--- src/rtl/muldiv_unit.sv ---
// Iterative multiply/divide unit that owns the HI/LO registers. It runs shift-add
// multiply and restoring divide over WIDTH cycles, and also handles mthi/mtlo/mfhi/mflo.
module muldiv_unit #(
    parameter int WIDTH = 32
) (
    input  logic             clk,
    input  logic             rst_n,
    input  logic             req,
    input  logic [3:0]       ALU_control,
    input  logic             do_unsigned,
    input  logic             ALU_reg_write,
    input  logic             ALU_reg_sel,
    input  logic             flush,
    input  logic [WIDTH-1:0] operand_a,
    input  logic [WIDTH-1:0] operand_b,
    output logic             ready,
    output logic             stall,
    output logic             done,
    output logic [WIDTH-1:0] rd_data,
    output logic [WIDTH-1:0] hi,
    output logic [WIDTH-1:0] lo
);
    localparam int CW = (WIDTH > 1) ? $clog2(WIDTH) : 1;
    localparam int AW = 2 * WIDTH + 1;
    localparam logic [1:0] IDLE = 2'd0;
    localparam logic [1:0] CALC = 2'd1;
    localparam logic [1:0] FIN  = 2'd2;
    localparam logic [3:0] OP_MUL = 4'hA;
    localparam logic [3:0] OP_DIV = 4'hB;
    localparam logic [3:0] OP_MF  = 4'hC;
    localparam logic [CW-1:0] CNT_LAST = CW'(WIDTH - 1);

    function automatic logic [WIDTH-1:0] cond_neg(input logic [WIDTH-1:0] v, input logic neg);
        return neg ? ((~v) + {{(WIDTH-1){1'b0}}, 1'b1}) : v;
    endfunction

    function automatic logic [2*WIDTH-1:0] cond_neg_wide(input logic [2*WIDTH-1:0] v, input logic neg);
        return neg ? ((~v) + {{(2*WIDTH-1){1'b0}}, 1'b1}) : v;
    endfunction

    logic [1:0]         state_r;
    logic [CW-1:0]      cnt_r;
    logic [AW-1:0]      acc_r;
    logic [WIDTH-1:0]   b_mag_r;
    logic [WIDTH-1:0]   a_raw_r;
    logic               is_div_r;
    logic               neg_q_r;
    logic               neg_r_r;
    logic               div0_r;
    logic               done_r;
    logic [WIDTH-1:0]   hi_r;
    logic [WIDTH-1:0]   lo_r;

    logic               a_neg_s;
    logic               b_neg_s;
    logic               is_op_s;
    logic               accept_s;
    logic               reg_wr_s;
    logic [WIDTH:0]     mul_upper_s;
    logic [AW-1:0]      mul_next_s;
    logic [AW-1:0]      div_shift_s;
    logic [WIDTH+1:0]   div_trial_s;
    logic [AW-1:0]      div_next_s;
    logic [AW-1:0]      acc_next_s;
    logic [2*WIDTH-1:0] prod_s;
    logic [WIDTH-1:0]   res_hi_s;
    logic [WIDTH-1:0]   res_lo_s;

    // Request decode and operand sign extraction at the accept edge.
    always_comb begin
        is_op_s  = (ALU_control == OP_MUL) || (ALU_control == OP_DIV);
        a_neg_s  = ~do_unsigned & operand_a[WIDTH-1];
        b_neg_s  = ~do_unsigned & operand_b[WIDTH-1];
        accept_s = (state_r == IDLE) & req & ~flush & ~ALU_reg_write & is_op_s;
        reg_wr_s = (state_r == IDLE) & req & ~flush & ALU_reg_write;
    end

    // One iteration step; the final HI/LO come from the step computed on the last edge.
    always_comb begin
        mul_upper_s = acc_r[0] ? (acc_r[AW-1:WIDTH] + {1'b0, b_mag_r}) : acc_r[AW-1:WIDTH];
        mul_next_s  = {1'b0, mul_upper_s, acc_r[WIDTH-1:1]};
        div_shift_s = {acc_r[AW-2:0], 1'b0};
        div_trial_s = {1'b0, div_shift_s[AW-1:WIDTH]} - {2'b00, b_mag_r};
        if (!div_trial_s[WIDTH+1]) begin
            div_next_s = {div_trial_s[WIDTH:0], div_shift_s[WIDTH-1:1], 1'b1};
        end else begin
            div_next_s = div_shift_s;
        end
        acc_next_s = is_div_r ? div_next_s : mul_next_s;
        prod_s     = cond_neg_wide(acc_next_s[2*WIDTH-1:0], neg_q_r);
        if (div0_r) begin
            res_hi_s = a_raw_r;
            res_lo_s = {WIDTH{1'b1}};
        end else if (is_div_r) begin
            res_hi_s = cond_neg(acc_next_s[2*WIDTH-1:WIDTH], neg_r_r);
            res_lo_s = cond_neg(acc_next_s[WIDTH-1:0], neg_q_r);
        end else begin
            res_hi_s = prod_s[2*WIDTH-1:WIDTH];
            res_lo_s = prod_s[WIDTH-1:0];
        end
    end

    // Control FSM, iteration datapath and HI/LO ownership; flush wins over everything.
    always_ff @(posedge clk or negedge rst_n) begin
        if (!rst_n) begin
            state_r  <= IDLE;
            cnt_r    <= '0;
            acc_r    <= '0;
            b_mag_r  <= '0;
            a_raw_r  <= '0;
            is_div_r <= 1'b0;
            neg_q_r  <= 1'b0;
            neg_r_r  <= 1'b0;
            div0_r   <= 1'b0;
            done_r   <= 1'b0;
            hi_r     <= '0;
            lo_r     <= '0;
        end else begin
            case (state_r)
                IDLE: begin
                    done_r <= 1'b0;
                    if (accept_s) begin
                        state_r  <= CALC;
                        cnt_r    <= '0;
                        acc_r    <= {{(WIDTH+1){1'b0}}, cond_neg(operand_a, a_neg_s)};
                        b_mag_r  <= cond_neg(operand_b, b_neg_s);
                        a_raw_r  <= operand_a;
                        is_div_r <= (ALU_control == OP_DIV);
                        neg_q_r  <= a_neg_s ^ b_neg_s;
                        neg_r_r  <= a_neg_s;
                        div0_r   <= (ALU_control == OP_DIV) && (operand_b == {WIDTH{1'b0}});
                    end else if (reg_wr_s) begin
                        if (ALU_reg_sel) begin
                            lo_r <= operand_a;
                        end else begin
                            hi_r <= operand_a;
                        end
                    end
                end
                CALC: begin
                    if (flush) begin
                        state_r <= IDLE;
                        cnt_r   <= '0;
                    end else begin
                        acc_r <= acc_next_s;
                        cnt_r <= cnt_r + {{(CW-1){1'b0}}, 1'b1};
                        if (cnt_r == CNT_LAST) begin
                            state_r <= FIN;
                            done_r  <= 1'b1;
                            hi_r    <= res_hi_s;
                            lo_r    <= res_lo_s;
                        end
                    end
                end
                FIN: begin
                    state_r <= IDLE;
                    cnt_r   <= '0;
                    done_r  <= 1'b0;
                end
                default: begin
                    state_r <= IDLE;
                    cnt_r   <= '0;
                    done_r  <= 1'b0;
                end
            endcase
        end
    end

    assign ready   = (state_r == IDLE);
    assign stall   = req & (is_op_s | (ALU_control == OP_MF) | ALU_reg_write) & (state_r != IDLE);
    assign done    = done_r;
    assign hi      = hi_r;
    assign lo      = lo_r;
    assign rd_data = ALU_reg_sel ? lo_r : hi_r;

endmodule

--- config.mk ---
export PLATFORM = sky130hd
export DESIGN_NAME = muldiv_unit
export DESIGN_NICKNAME = d
export VERILOG_FILES = /design/src/rtl/muldiv_unit.sv
export SDC_FILE = /design/constraint.sdc
export NUM_CORES = 1
export LEC_CHECK = 0
export CAP_MARGIN = 30
export CELL_PAD_IN_SITES_DETAIL_PLACEMENT = 1
export CELL_PAD_IN_SITES_GLOBAL_PLACEMENT = 2
export CORE_UTILIZATION = 32
export CTS_BUF_LIST = sky130_fd_sc_hd__clkbuf_2 sky130_fd_sc_hd__clkbuf_4 sky130_fd_sc_hd__clkbuf_8
export DETAILED_ROUTE_END_ITERATION = 8
export PLACE_DENSITY_LB_ADDON = 0.08
export REMOVE_ABC_BUFFERS = 1
export SYNTH_ARGS = -nofsm -noshare
export SYNTH_HDL_FRONTEND = slang
export SYNTH_SLANG_ARGS = --single-unit
--- constraint.sdc ---
create_clock -name clk -period 4.8 [get_ports clk]
set_input_delay 1.44 -clock clk [delete_from_list [all_inputs] [get_ports clk]]
set_output_delay 1.44 -clock clk [all_outputs]
set_load 0.02 [all_outputs]
==> Flow_metrics.wiki <==
{| class="wikitable"
! Metric !! Value
|-
| Run status || finished clean
|-
| Number of flops mapped to enable cells by yosys || 0
|-
| Maximum number of pins on one net before global-route repair || 92
|-
| Count of nets after finishing || between 2,000 and 3,000
|-
| Register bit total from synthesis || approximately 200
|-
| Startpoint class of the critical path || register
|-
| Period utilization || around 98%
|-
| Sw frac || a little under half
|-
| Highest fanout seen on the critical path || 5
|-
| Width of the chip || ~240 µm
|-
| Total power density per cell area || around 560 nW/µm²
|-
| Via count of the routed design || 18,600
|-
| Layout Area Growth over Synthesis || 32.2%
|-
| Overall die area || approximately 55,000 µm²
|-
| Clock tree from TritonCTS || done
|-
| Total power after layout || ~0.013 W
|-
| Overflow after GRT || 0
|-
| Final core utilization || a little over two fifths
|-
| Max-slew violation total from the final report || 0
|-
| Cell row count || between 80 and 90
|-
| Slew margin rel. || around 40%
|-
| Register area share after synthesis || between 20 and 30%
|-
| Final setup slack of the worst path || roughly 0.11 ns
|-
| Quantity of I/O buffers inserted on ports || roughly 170
|-
| Critical path required time || 5.28 ns
|-
| CTS sink cnt || roughly 210
|-
| Worst IR drop on VDD || around 250 µV
|-
| Antenna Nets Post-Route || 0
|-
| Skew final || ~0.04 ns
|-
| Post-detailed-route DRC marker count || 0
|-
| Top cells by count, synth || 273 x nand2_1, 233 x o21ai_0, 205 x dfrtp_1
|-
| Cell area after technology mapping || ~17,000 µm²
|-
| Initial cell density of the core || roughly 32%
|-
| Post-detailed-placement cell area || about 21,000 µm²
|-
| Cell leakage power || 9.91 nW
|-
| Initial DRT Pass Iterations || 5
|-
| Number of CTS-inserted buffers || 45
|-
| DPL Wire Length || between 50 and 60 mm
|-
| Worst Path Arrival || slightly above 5 ns
|-
| Cell-by-cell listing of the critical path || buf_4 > inv_1 > fa_1 > nand2b_1 > a21o_1 > a21oi_1 > buf_4 > buf_4 > o211a_1 > mux2i_1 > a31oi_1 > o22ai_1 > nand3_1 > or3b_4 > o41ai_2 > buf_4 > xnor2_1 > o21ai_1
|-
| Drt initial violations || between 1,000 and 1,500
|-
| Height of the die || between 200 and 250 µm
|-
| Fraction of synthesized cell area taken by the top area cell type || slightly below 30%
|-
| Top cell type by total area after synthesis || dfrtp_1
|-
| Worst-case clock buffer depth || 3
|-
| Number of antenna violations at the first check in global routing || 2
|-
| Share of final-layout standard cells stronger than drive strength 1 || approximately 20%
|-
| Worst-Margin Slew || roughly 0.9 ns
|-
| Proportion of power drawn by the clock network || 17.5%
|-
| Clk root buf || clkbuf_8
|-
| Slowest stage delay, CP || just under 0.5 ns
|-
| Mean post-synth cell area || roughly 8 µm²
|-
| Synth async-reset ratio || 100%
|-
| Internal portion of total power || between 0.006 and 0.007 W
|-
| GR Util All Layers || between 20 and 30%
|-
| Worst slack after detailed placement || -0.153 ns
|-
| Ys flop type || dfrtp_1
|-
| Post-layout min period || between 4 and 5 ns
|-
| Post-synthesis cell count || between 2,000 and 2,500
|-
| Clock latency on the worst-skew pair || roughly 0.65 ns
|-
| Cell with the most instances after synthesis || nand2_1
|-
| Type of the tightest min-delay check || reg2reg
|-
| Vias per inst || roughly 5.6
|-
| Count of endpoints failing setup in the final report || 0
|-
| Power dissipated by switching net loads || ~0.006 W
|-
| Synth area leaders || dfrtp_1 30%, o21ai_0 6.7%, nand2_1 5.9%
|-
| Clock Pin Slew Worst Setup and Hold Paths || about 0.060 ns
|-
| Syn. warnings || 0
|-
| Highest clock frequency the design can meet || 213 MHz
|-
| Top Ports || around 170
|-
| Hold Vio Cnt, Final || 0
|-
| Final Wtd Congestion || 0.904
|-
| Most frequent cell on the critical path || buf_4
|-
| Endpoint kind of the worst setup timing path || register
|-
| Sum of negative setup slack || 0 ns
|-
| Global-route wire length before repair || between 100 and 150 mm
|-
| Path type of the worst setup path || reg2reg
|-
| Wire length per cell after detailed routing || about 24 µm
|-
| Post-synthesis cell type count || 91
|-
| Fraction of power consumed by combinational cells || 63.1%
|-
| WL final || ~79 mm
|-
| Flop pwr share || just under 20%
|-
| Vias in the first global route || 19,400
|-
| Max Cap Viol || 0
|-
| Cell at the slowest stage of the critical path || or3b_4
|-
| Deepest level of the CTS H-tree || 2
|-
| Post-route cell area || ~23,000 µm²
|-
| Placeable Area || approximately 54,000 µm²
|}
-- placed cells by master (no fill, tap or decap), types with 14 or more instances in the layout --
| master | Yosys | final |
|---|---|---|
| nand2_1 | 273 | 271 |
| xnor2_1 | 74 | 73 |
| and2_1 | 14 | 14 |
| nand2b_1 | 24 | 22 |
| buf_4 | 1 | 273 |
| o31ai_1 | 18 | 18 |
| clkbuf_8 | 0 | 58 |
| nor2b_1 | 17 | 16 |
| ha_1 | 70 | 54 |
| o211ai_1 | 29 | 29 |
| dfrtp_1 | 205 | 204 |
| and3_1 | 25 | 25 |
| a21oi_1 | 173 | 164 |
| xor2_1 | 72 | 72 |
| clkdlybuf4s50_1 | 0 | 171 |
| o22ai_1 | 37 | 36 |
| nand3_1 | 76 | 75 |
| mux2i_1 | 39 | 39 |
| a21o_1 | 36 | 36 |
| nor2_1 | 154 | 150 |
| o21ai_1 | 20 | 19 |
| a31oi_1 | 39 | 39 |
| nand4_1 | 18 | 18 |
| nor3_1 | 40 | 38 |
| a211oi_1 | 16 | 16 |
| mux2_2 | 70 | 70 |
| inv_1 | 72 | 69 |
| or3_1 | 37 | 35 |
| o21ai_0 | 233 | 230 |
-- stage by stage --
stage / hold slack, ns / std cells
final: 0.489 / 3305
after floorplan: 0.441 / 2075
after CTS: 0.486 / 3287
after global routing: 0.503 / 3305
after detailed placement: 0.472 / 3207
after global placement: 0.466 / 3205
-- path summary, 6_finish.rpt --
kind	endpoint	depth (start not counted)	slack, ns	start
min in group asynchronous	b_mag_r[15]	1	0.84	rst_n
max	hi[29]	18	0.11	acc_r[32]
min reg2reg	a_raw_r[1]	2	0.49	a_raw_r[1]
max reg2reg	hi[29]	18	0.11	acc_r[32]
min	a_raw_r[1]	2	0.49	a_raw_r[1]
max in group asynchronous	acc_r[39]	2	3.00	rst_n
-- critical path, delay by kind of cell (launching register included) --
kind | cells | cell delay (ns)
fa+ha+maj | 1 | 0.43
xor+xnor | 1 | 0.12
mux | 1 | 0.22
compound gates | 7 | 1.66
buf+inv | 5 | 0.68
simple gates | 3 | 0.93
flops | 1 | 0.46
-- sequential cells by signal, summed over array words and instances, names as in the netlist --
register,count
lo,32
b_mag_r,32
neg_r_r,1
done,1
cnt_r,5
state_r,2
div0_r,1
neg_q_r,1
hi,32
a_raw_r,32
acc_r,65
is_div_r,1
-- layout make-up --
cell class	count	area (µm²)
Timing Repair Buffer	453	3880
Sequential cell	205	5130
Fill cell	6433	30700
Multi-Input combinational cell	1798	11800
Tap cell	696	871
Inverter	72	270
Clock buffer	65	851
Antenna cell	1	2.50
Clock inverter	15	163
-- layer usage --
layer  up-vias  part of all wire [%]  GRT usage, %
li1       8779                     -             -
met1      9334                    47          39.5
met2       388                    46          45.8
met3       107                   4.0          3.73
met4         2                   2.7          8.83
met5         -                 0.018             0
-- kinds of logic (layout without fill, tap and decap cells) --
kind of cell,Yosys count,after routing,share of synthesized area (%)
adders and majority gates,72,72,5.27
AOI/OAI and AO/OA,725,725,25.9
buffers and inverters,212,605,4.73
muxes,109,109,6.78
other,0,1,0
xor gates and xnor gates,146,146,7.35
and+or+nand+nor,746,746,20.4
DFF,205,205,29.5
-- timing repair --
item | CTS | global route
pin swaps | 2 | 21
setup buffers | 0 | 16
setup endpoints to repair | 9 | 22
hold buffers | 0 | 0
gates resized for setup | 10 | 63
-- power by group through the flow --
stage	combinational [W]	clock, W	sequential [W]
global placement	0.00767	0	0.00252
finish	0.00816	0.00226	0.00252
detailed placement	0.00774	0	0.00253
global route	0.00881	0.00238	0.00257
floorplan	0.00396	0	0.00262
CTS	0.00783	0.00233	0.00251
(Power assumes the default switching activity.)
==> patch, RTL diff (same settings) <==
`WIDTH`: 32 -> 16.
--- a/src/rtl/muldiv_unit.sv
+++ b/src/rtl/muldiv_unit.sv
@@ -3,3 +3,3 @@
 module muldiv_unit #(
-    parameter int WIDTH = 32
+    parameter int WIDTH = 16
 ) (
Interface: changed (5 resized); port bits go from 174 to 94. The function was not compared with the original's and may differ.
==> patch against the original RTL <==
Final area down 54%; sequential power down 47%; wire length down 57%; worst setup slack better by 0.17 ns; power down 62%; sequential cell count down 97; combinational power down 63%; area after synthesis down 49%; non-clock buffer count down 319.
==> patch: results (changes against the original RTL) <==
- The flow ran to the end, and the final reports show no timing, DRC or antenna violations.
- The path class of the tightest hold or removal check is register to register.
- The longest individual stage delay on the worst path is 0.63 ns (+0.14 ns).
- The transition time at the pin with the least slew margin is 0.8262 ns (-0.07555 ns).
- The number of cells on the worst reg-to-reg path came to 13 (-5).
- The number of global-route vias before repair is 8635 (-56%).
- Among all stages on the critical path, the largest delay is contributed by sky130_fd_sc_hd__clkdlybuf4s50_1.
- The post-DP HPWL was 26.17 mm (-56%).
- The clock latency at the later pin of the worst-skew pair came to 0.41 ns (-0.24 ns).
- By area the synthesized netlist is led by sky130_fd_sc_hd__dfrtp_1, sky130_fd_sc_hd__o21ai_0, sky130_fd_sc_hd__nand2_1.
- By count the netlist is led by sky130_fd_sc_hd__nand2_1, sky130_fd_sc_hd__o21ai_0, sky130_fd_sc_hd__dfrtp_1.
- The number of buffers inserted for hold repair after clock tree synthesis is 0 (unchanged).
- The worst hold-check slack is 0.4979 ns (+0.008896 ns).
- The layout cell share with drive strength beyond 1 came to 9.916% (-10 points).
- The placer congestion estimate is 0.8341 (-7.7%).
- The post-route clock skew is 0.01915 ns (-0.02152 ns).
- The end point of the worst hold path is a_raw_r[1]$_DFFE_PN0P_.
- The count of buffers from port buffering is 93 (-46%).
- The register ranked first by flip-flop count is acc_r.
- The slack of the worst reg-to-reg path came to 0.43 ns (+0.32 ns).
- The clock transition time at the flip-flop clock pins of the worst setup and hold paths is 0.12 ns (+0.06 ns).
- The count of unique library cells instantiated by Yosys came to 76 (-16%).
- The worst endpoint data arrival time is 3.08 ns (-2.09 ns).
- The DRC violation total after the first TritonRoute iteration was 530 (-55%).
- The part of the Yosys area used for sequential elements is 30.47% (+0.96 points).
- The root buffer cell chosen for the clock tree is sky130_fd_sc_hd__clkbuf_8.
- The first-pass GRT wire length is 52.85 mm (-57%).
- The leakage power was 0.004400 uW (-56%).
- The top fanout value on the critical path was 2 (-3).
- The worst reg2reg path endpoint is hi[14]$_DFFE_PN0P_.
- The number of flip-flops in the largest register is 33 (-49%).
- The maximum vdd ir drop is 0.1729 mV (-30%).
- The async set-or-reset flop fraction in the synthesized netlist was 100.0% (unchanged).
- The final net count is 1268 (-53%).
- The CTS buffer count came to 9 (-80%).
- The final routed wirelength across all metal layers is 33.95 mm (-57%).
- The CTS H-tree depth was 3 (+1).
- The all-layer global routing usage is 24.49% (-4.0 points).
- The pin count of the biggest net entering global routing is 63 (-32%).
- In this run the critical register-to-register path is launched from acc_r[19]$_DFFE_PN0P_.
- The maximum buffer depth of the clock tree is 2 (-1).
- The initial antenna violation count came to 0 (-2).
- The average via count per standard cell was 5.524 (-1.9%).
- The number of resized instances in the post-cts repair step is 0 (-10).
-- patch: worst max-delay path by stage --
stage,slack [ns],end,start
4_1_cts,0.27,stall,ALU_control[1]
2_1_floorplan,0.63,acc_r[31]$_DFFE_PN0P_,flush
5_1_grt,0.12,stall,ALU_control[1]
3_3_place_gp,0.27,stall,ALU_control[1]
3_5_place_dp,0.30,stall,ALU_control[1]
6_report,0.28,stall,ALU_control[1]
-- patch: per-stage QoR --
stage	power [uW]	cells	cell area (um^2)	utilization (%)	setup slack [ns]
after floorplan	3199	1041	8627	-	0.6259
after global placement	4345	1547	10360	38.24	0.2698
after detailed placement	4372	1547	10360	38.24	0.2962
after CTS	4976	1562	10550	38.91	0.2714
after global routing	5323	1562	10550	38.91	0.1166
final	4961	1563	10550	38.92	0.2840
-- patch: worst max-delay path: cells and delay by family --
kind / cells / cell delay, ns
simple gates: 2 / 0.38
compound gates: 2 / 0.17
buf+inv: 2 / 1.10
-- patch: cells by family after synthesis --
group,count (synthesis),share of synthesized area [%]
AOI/OAI and AO/OA,359,26.02
xor gates and xnor gates,69,6.812
adders and majority gates,39,5.670
buffers and inverters,109,4.824
DFF,108,30.47
muxes,56,6.827
and+or+nand+nor,361,19.38
-- patch: per-layer routing --
metal  share of wire (%)  track usage (%)  routed length (um)  up-vias
met3                 3.2            2.034                1072       21
met2                  44            36.55               14770      160
met1                  52            38.18               17680     4285
met5                   0                0                   0        -
li1                    -                -                   -     4168
met4                 1.2            4.664                 420        0
-- patch: area by class of cell --
cell class	count	area, um^2
flip-flops and latches	108	2704
clock buffers	10	137.6
inverters	49	183.9
diodes	1	2.502
fillers	3273	16550
well taps	372	465.4
clock inverters	5	45.04
multi-input cells	884	5748
repair buffers	134	1261
-- patch: power breakdown --
| group | switching, uW | total (uW) | internal [uW] |
|---|---|---|---|
| Combinational | 1840 | 3030 | 1190 |
| Sequential | 246 | 1340 | 1090 |
| Clock | 381 | 591 | 210 |
